[src/rtl/d_cache_pkg.sv]
// Shared types and constants for the data-cache victim selector.
// Way codes are {id, keep}; keep=1 means the consumer leaves the way alone.
package d_cache_pkg;

    localparam int NUM_WAYS = 16;
    localparam int WAY_W    = 4;

    localparam logic [15:0] LFSR_SEED_DEF = 16'hACE1;
    // Galois right-shift form of x^16+x^14+x^13+x^11+1
    localparam logic [15:0] LFSR_TAPS     = 16'hB400;

    typedef struct packed {
        logic [WAY_W-1:0] id;
        logic             keep;
    } way_code_t;

    typedef enum logic [1:0] {
        VS_IDLE = 2'd0,
        VS_SCAN = 2'd1,
        VS_DONE = 2'd2
    } victim_state_t;

    localparam way_code_t CODE_NOP = '{id: '0, keep: 1'b1};

    // First non-excluded way at or after start (wrapping); NOP code if all excluded.
    function automatic way_code_t pick_way(input logic [WAY_W-1:0]    start,
                                           input logic [NUM_WAYS-1:0] excl);
        way_code_t        code;
        logic [WAY_W-1:0] id;
        code = CODE_NOP;
        for (int k = NUM_WAYS - 1; k >= 0; k--) begin
            id = start + WAY_W'(k);
            if (!excl[id]) begin
                code.id   = id;
                code.keep = 1'b0;
            end
        end
        return code;
    endfunction

endpackage

[src/rtl/victim_way_sel_d_cache_lfsr16.sv]
// Free-running 16-bit Galois LFSR, synchronous active-low reset to SEED.
module lfsr16
#(
    parameter logic [15:0] SEED = 16'hACE1
) (
    input  logic        clk,
    input  logic        reset_n,
    output logic [15:0] q
);
    import d_cache_pkg::*;

    always_ff @(posedge clk) begin
        if (!reset_n) begin
            q <= SEED;
        end else begin
            q <= {1'b0, q[15:1]} ^ (q[0] ? LFSR_TAPS : 16'h0000);
        end
    end

endmodule

[src/rtl/victim_way_sel_d_cache.sv]
// Victim-way selector for the 16-way data cache: invalid ways first, LFSR pick otherwise.
// Define VICTIM_LOCK_EN to add the lock_in port that excludes ways from selection.
//
// state | meaning
// IDLE  | waiting for a request, req_ready high
// SCAN  | walking the valid snapshot one way per cycle
// DONE  | codes presented, waiting for out_ready
module victim_way_sel_d_cache
#(
    parameter int          NUM_WAYS  = 16,
    parameter logic [15:0] LFSR_SEED = 16'hACE1
) (
    input  logic        clk,
    input  logic        reset_n,
    input  logic        req_valid,
    output logic        req_ready,
    input  logic [15:0] valid_in,
    output logic [4:0]  way1_out,
    output logic [4:0]  way2_out,
    output logic        out_valid,
    input  logic        out_ready
`ifdef VICTIM_LOCK_EN
    ,
    input  logic [15:0] lock_in
`endif
);
    import d_cache_pkg::*;

    localparam logic [1:0] IDLE = VS_IDLE;
    localparam logic [1:0] SCAN = VS_SCAN;
    localparam logic [1:0] DONE = VS_DONE;

    localparam logic [WAY_W-1:0] LAST_IDX = WAY_W'(NUM_WAYS - 1);

    logic [1:0]       state;
    logic [WAY_W-1:0] scan_idx;
    logic [1:0]       found_cnt;
    logic [WAY_W-1:0] first_id;
    logic [WAY_W-1:0] second_id;
    logic [15:0]      snap_valid;
    logic [15:0]      snap_lock;
    way_code_t        way1_q;
    way_code_t        way2_q;
    logic             out_valid_q;
    logic [15:0]      lfsr_q;
    logic             lfsr_unused;
    logic [15:0]      lock_eff;

`ifdef VICTIM_LOCK_EN
    assign lock_eff = lock_in;
`else
    assign lock_eff = 16'h0000;
`endif

    lfsr16 #(
        .SEED (LFSR_SEED)
    ) u_lfsr (
        .clk     (clk),
        .reset_n (reset_n),
        .q       (lfsr_q)
    );

    assign lfsr_unused = ^lfsr_q[15:8];

    logic             is_cand;
    logic [1:0]       cnt_next;
    logic [WAY_W-1:0] first_next;
    logic [WAY_W-1:0] second_next;
    way_code_t        res1;
    way_code_t        res2;

    always_comb begin
        is_cand     = !snap_valid[scan_idx] && !snap_lock[scan_idx];
        first_next  = first_id;
        second_next = second_id;
        cnt_next    = found_cnt;
        if (is_cand) begin
            if (found_cnt == 2'd0) begin
                first_next = scan_idx;
                cnt_next   = 2'd1;
            end else if (found_cnt == 2'd1) begin
                second_next = scan_idx;
                cnt_next    = 2'd2;
            end
        end

        // Resolution includes this cycle's candidate so index 15 counts.
        res1 = CODE_NOP;
        res2 = CODE_NOP;
        case (cnt_next)
            2'd0: begin
                res1 = pick_way(lfsr_q[3:0], snap_lock);
                res2 = pick_way(lfsr_q[7:4], snap_lock | (16'h0001 << res1.id));
            end
            2'd1: begin
                res1 = '{id: first_next, keep: 1'b0};
                res2 = pick_way(lfsr_q[3:0], snap_lock | (16'h0001 << first_next));
            end
            default: begin
                res1 = '{id: first_next,  keep: 1'b0};
                res2 = '{id: second_next, keep: 1'b0};
            end
        endcase
    end

    always_ff @(posedge clk) begin
        if (!reset_n) begin
            state       <= IDLE;
            scan_idx    <= '0;
            found_cnt   <= 2'd0;
            first_id    <= '0;
            second_id   <= '0;
            snap_valid  <= 16'h0000;
            snap_lock   <= 16'h0000;
            way1_q      <= CODE_NOP;
            way2_q      <= CODE_NOP;
            out_valid_q <= 1'b0;
        end else begin
            case (state)
                IDLE: begin
                    if (req_valid) begin
                        snap_valid <= valid_in;
                        snap_lock  <= lock_eff;
                        scan_idx   <= '0;
                        found_cnt  <= 2'd0;
                        state      <= SCAN;
                    end
                end
                SCAN: begin
                    scan_idx  <= scan_idx + 1'b1;
                    found_cnt <= cnt_next;
                    first_id  <= first_next;
                    second_id <= second_next;
                    if (scan_idx == LAST_IDX) begin
                        way1_q      <= res1;
                        way2_q      <= res2;
                        out_valid_q <= 1'b1;
                        state       <= DONE;
                    end
                end
                DONE: begin
                    if (out_ready) begin
                        way1_q      <= CODE_NOP;
                        way2_q      <= CODE_NOP;
                        out_valid_q <= 1'b0;
                        state       <= IDLE;
                    end
                end
                default: state <= IDLE;
            endcase
        end
    end

    assign req_ready = (state == IDLE);
    assign way1_out  = way1_q;
    assign way2_out  = way2_q;
    assign out_valid = out_valid_q;

endmodule
[config.mk]
export PLATFORM = sky130hd
export DESIGN_NAME = victim_way_sel_d_cache
export DESIGN_NICKNAME = d
export VERILOG_FILES = /design/src/rtl/d_cache_pkg.sv /design/src/rtl/victim_way_sel_d_cache_lfsr16.sv /design/src/rtl/victim_way_sel_d_cache.sv
export SDC_FILE = /design/constraint.sdc
export NUM_CORES = 1
export LEC_CHECK = 0
export ABC_CLOCK_PERIOD_IN_PS = 10100
export CAP_MARGIN = 20
export CORE_MARGIN = 4
export CORE_UTILIZATION = 45
export CTS_CLUSTER_DIAMETER = 30
export CTS_CLUSTER_SIZE = 12
export DETAILED_ROUTE_END_ITERATION = 16
export GPL_TIMING_DRIVEN = 0
export REMOVE_ABC_BUFFERS = 1
export SLEW_MARGIN = 20
export SYNTH_ARGS = -nofsm -noshare
export SYNTH_HDL_FRONTEND = slang
export SYNTH_SLANG_ARGS = --single-unit
[constraint.sdc]
create_clock -name clk -period 10.1 [get_ports clk]
set_clock_uncertainty 0.2 [all_clocks]
set_input_delay 2.525 -clock clk [delete_from_list [all_inputs] [get_ports clk]]
set_output_delay 2.525 -clock clk [all_outputs]
set_load 0.05 [all_outputs]
; ---- Yosys cells after proc, flatten, opt, wreduce, memory -nomap -nowiden
; Memory sizes are Yosys's and may differ from the RTL's. A register that Yosys moved wholly into a read port is not among the register bits.
; Index checks and enable logic that the tools add are counted.
[totals]
register_bits = 59
romBits = 272
out_inout_bits = 12
mem_count = 17
[classes]
n_addsub = 31
magnitude_cmp = 33
eq_ne = 8
shifts = 2
mux = 162
bitwise_logic = 1
n_reduce_logical = 12
[memory_table]
columns = memory, depth, width, rd, rd_ports_with_merged_regs, wr, line
row1 = (no name shown), 16, 1, 1, 1, 0, d_cache_pkg.sv:33  ; if (!excl[id]) begin
row2 = (no name shown), 16, 1, 1, 0, 0, d_cache_pkg.sv:33
row3 = (no name shown), 16, 1, 1, 0, 0, d_cache_pkg.sv:33
row4 = (no name shown), 16, 1, 1, 0, 0, d_cache_pkg.sv:33
row5 = (no name shown), 16, 1, 1, 0, 0, d_cache_pkg.sv:33
row6 = (no name shown), 16, 1, 1, 0, 0, d_cache_pkg.sv:33
row7 = 11 more memories, n/a, n/a, n/a, n/a, n/a, n/a
[ops]
columns = op, count
row1 = two-way mux 5 bit, 53
row2 = less-than comparator 4 x 5 -> 1 bit (second input constant), 33
row3 = binary-select mux 1 bit (select 4 bit), 33
row4 = adder 4 bit (second input constant), 16
row5 = two-way mux 1 bit, 52
row6 = two-way mux 4 bit, 9
row7 = adder 4 x 3 -> 4 bit (second input constant), 8
row8 = << shifter 1 x 4 -> 16 bit (first input constant), 2
row9 = one-hot mux 5 bit (2 select lines), 3
row10 = adder 4 x 2 -> 4 bit (second input constant), 4
row11 = two-way mux 16 bit, 1
row12 = XOR 15 x 16 -> 16 bit, 1
row13 = two-way mux 2 bit, 7
row14 = adder 4 x 1 -> 4 bit (second input constant), 3
row15 = one-hot mux 4 bit (2 select lines), 1
row16 = equality test 2 x 1 -> 1 bit (second input constant), 3
row17 = logical NOT 2 bit, 3
row18 = != test 2 bit (second input constant), 3
row19 = one-hot mux 2 bit (3 select lines), 1
row20 = AND reduction 3 bit, 2
row21 = equality test 4 bit (second input constant), 1
row22 = one-hot mux 2 bit (2 select lines), 1
row23 = AND reduction 2 bit, 2
row24 = nonzero test 2 bit, 2
row25 = 4 further kinds, 5

; ---- Depth between registers and ports, before layout
[depth]
word_depth = 42
ltp_mapped = 14
depth_no_buf = 10

; ---- Cells and area by module
; From an unflattened synthesis, not the netlist that was laid out.
[unflattened]
hier_cells = 528
hier_area_um2 = 4171.5
[by_module_without_submodules]
columns = mod, instances, cells_per_inst, area_each_um2
row1 = victim_way_sel_d_cache, 1, 492, 3718.6
row2 = lfsr16, 1, 36, 452.9

; ---- Least setup slack after synthesis
; No wires, ideal clock.
[synth_path]
path_type = register to output
startpoint = reg state[1]
endpoint = out req_ready
arrival_ns = 1.182
required_time_ns = 7.375
slack_ns = 6.193
stages_incl_launch_ff = 3
path_cell_list = dfxtp_1 > clkbuf_1 > nor2_1
[synth_via]
elab_chain_cells = 1
[synth_rtl]
columns = element, line
row1 = "start, declared", victim_way_sel_d_cache.sv:35  ; logic [1:0] state;
row2 = "start signal, assigned", victim_way_sel_d_cache.sv:108  ; state <= IDLE;
row3 = "start signal, assigned", victim_way_sel_d_cache.sv:126  ; state <= SCAN;
row4 = "start signal, assigned", victim_way_sel_d_cache.sv:138  ; state <= DONE;
row5 = logical NOT 2 bit, victim_way_sel_d_cache.sv:154  ; assign req_ready = (state == IDLE);
row6 = "end, declared", victim_way_sel_d_cache.sv:16  ; output logic req_ready,
; Every way passes these cells.

; ---- Worst setup path in the final report
; Same ends and word-level chain as after synthesis.

==> results.json <==
{
  "timing.critical_path.fanout_max": 11,
  "crit_type": "flop to output pin",
  "leakage_nw": 1.92,
  "grt_first_pass_wirelength_um": 18200,
  "routed_wirelength_um": 11200,
  "io_pins": 32,
  "synth.yosys.seq_area_share_pct": 26.3,
  "drtAntennaViolNets": 0,
  "wl_per_instance_um": 16.1,
  "setup_viol": 0,
  "fillers": 1003,
  "hold_path_class": "flop to flop",
  "power_density_mw_per_mm2": 120,
  "max_cap_viol_count": 0,
  "row_count": 36,
  "first_global_vias": 3765,
  "required_ps": 7380,
  "cp_data_arrival_time_ps": 1770,
  "crit_path_cell_trace": "nor2_1 -> clkdlybuf4s50_1",
  "start_kind": "flop",
  "worst_slew_pin_slew_ps": 978,
  "cts-root-to-sink-buffers": 2,
  "final_period_minus_worst_setup_slack_ps": 4490,
  "globalRouteOverflowTotal": 0,
  "dieArea_sq_mm": 0.0116,
  "chip_height_um": 108,
  "worst_vdd_rail_ir_drop_mv": 0.0723,
  "postLayoutCellArea_sq_mm": 0.00498,
  "finalSetupTns_ps": 0,
  "grt.total_usage_pct": 19.6,
  "design.core.area_sq_mm": 0.00973,
  "grt_start_max_net_pins": 37,
  "min_period_over_period_pct": 44.5,
  "synth_top_flop_cell": "sky130_fd_sc_hd__dfxtp_1",
  "finish.utilization_pct": 51.2,
  "vias_per_cell": 5.68,
  "insertedDiodeCount": 0,
  "async_reset_ff_share_pct": 0,
  "ctsHoldBuffers": 0,
  "worst_path_largest_cell_delay_ps": 830,
  "clockRootBuffer": "sky130_fd_sc_hd__clkbuf_8",
  "final-max-slew-violation-count": 0,
  "ys_seq_elements": 59,
  "cts-resized-gates": 0,
  "routed-via-count": 3948,
  "syn-instance-count": 550,
  "synth.avg_cell_area_sq_um": 8.16,
  "cp_slowest_cell": "sky130_fd_sc_hd__clkdlybuf4s50_1",
  "antenna_found_initial": 0,
  "dpl-instance-area_sq_mm": 0.00480,
  "die_x_um": 108,
  "warnings_synthesis": 0,
  "synth.cell_area_sq_mm": 0.00449,
  "initial_utilization_pct": 46.1,
  "insertion_delay_ps": 340,
  "area_delta_synth_final_pct": 11.0,
  "cts_post_setup_buffers_inserted": 0,
  "cts_inserted_buffers": 9,
  "synth_edf_count": 0,
  "timing.max_slew.rel_slack_pct": 34.7,
  "dr.first_iter.drc_count": 170,
  "run_status": "finished, final reports clean",
  "drt-pass1-iter-count": 4,
  "cts.clk_slew.worst_paths_ps": 80,
  "placement.io_buffers": 31,
  "final_layout_net_count": 595,
  "post_route_cells_drive_above_1_share_pct": 9.25,
  "numClockSinks": 59,
  "synth.distinct_cells": 82,
  "r2r_slack_ps": 6080,
  "finalHoldViolCount": 0,
  "dp_hpwl_um": 8200,
  "cts_tree": "done",
  "end_kind": "output pin",
  "rsz0062_at_grt": "false",
  "routability_cong": 0.899,
  "h-tree-depth": 3,
  "drc": 0,
  "max_freq_ghz": 0.223
}
## state kept, by name, summed over array words and instances, names as in the netlist
signal,flops
u_lfsr.q,16
snap_valid,16
way1_out,5
found_cnt,2
state,2
first_id,4
out_valid,1
scan_idx,4
way2_out,5
second_id,4
## layout make-up
class / count / area, sq um / area share, %
tap: 133 / 166 / 3.34
multi-input combinational: 443 / 3080 / 61.8
clock buffer: 9 / 124 / 2.49
clock inverter: 7 / 53.8 / 1.08
inverter: 12 / 45.0 / 0.904
sequential: 59 / 1180 / 23.7
timing repair buffer: 32 / 333 / 6.68
## layer usage
metal	vias up	track usage (%)	routed length (um)
met5	-	0	0
met4	0	10.1	398
met3	28	3.18	384
met2	91	35.0	5620
met1	1855	22.2	4820
li1	1974	-	-
## synth_stat cells, types with 12 or more instances
master	count	area share, %
sky130_fd_sc_hd__nand3_1	19	2.1
sky130_fd_sc_hd__nand2_1	85	7.1
sky130_fd_sc_hd__and2_1	17	2.4
sky130_fd_sc_hd__nor2_1	21	1.8
sky130_fd_sc_hd__nor3_1	13	1.4
sky130_fd_sc_hd__xnor2_1	12	2.3
sky130_fd_sc_hd__o21ai_0	21	2.3
sky130_fd_sc_hd__dfxtp_1	59	26
sky130_fd_sc_hd__clkbuf_1	22	1.8
sky130_fd_sc_hd__nor2b_1	15	2.1
sky130_fd_sc_hd__a21boi_0	25	4.2
sky130_fd_sc_hd__ha_1	18	5.0
sky130_fd_sc_hd__a21oi_1	23	2.6
sky130_fd_sc_hd__mux2i_1	28	6.2
sky130_fd_sc_hd__nand2b_1	14	2.0
## worst max-delay path, delay by kind of cell (launching register included)
family                 cells  cell delay, ps
buffers and inverters      1             830
AND/OR/NAND/NOR            1             190
flip-flops                 1             400
## cell families (layout without fill, tap and decap cells)
logic type      count (synthesis)  count (layout)  share of synthesized area (%)
fa+ha+maj                      18              18                           5.02
mux                            37              37                           9.00
buf+inv                        48              60                           5.07
flops                          59              59                           26.3
compound gates                141             141                           23.6
simple gates                  220             220                           24.7
xor+xnor                       27              27                           6.27
## where the power goes
part	internal [mW]	switching, mW
logic	0.0648	0.0845
clock network	0.0898	0.0993
registers	0.242	0.0177
total	0.397	0.202
## worst paths after layout
path                start           end  cells after the start
max              state[1]     req_ready                      2
min          u_lfsr.q[12]  u_lfsr.q[11]                      1
max reg2reg   u_lfsr.q[5]   way2_out[2]                     10
min reg2reg  u_lfsr.q[12]  u_lfsr.q[11]                      1
## through the flow
stage               total power [mW]  std cells  hold slack [ps]  worst slack [ps]
floorplan                      0.370        514              186              6280
global placement               0.410        678              189              4710
detailed placement             0.414        679              203              5580
CTS                            0.605        695              219              5580
global route                   0.632        695              247              5500
finish                         0.599        695              213              5610
## placed cells by master (no fill, tap or decap), types with 15 or more instances in the layout
cell                              instances
sky130_fd_sc_hd__a21oi_1                 23
sky130_fd_sc_hd__nand3_1                 19
sky130_fd_sc_hd__nand2_1                 85
sky130_fd_sc_hd__clkdlybuf4s50_1         30
sky130_fd_sc_hd__nor2b_1                 15
sky130_fd_sc_hd__mux2i_1                 28
sky130_fd_sc_hd__nor2_1                  21
sky130_fd_sc_hd__ha_1                    18
sky130_fd_sc_hd__o21ai_0                 21
sky130_fd_sc_hd__dfxtp_1                 58
sky130_fd_sc_hd__and2_1                  17
sky130_fd_sc_hd__a21boi_0                25
Power figures use the tool's default switching activity.
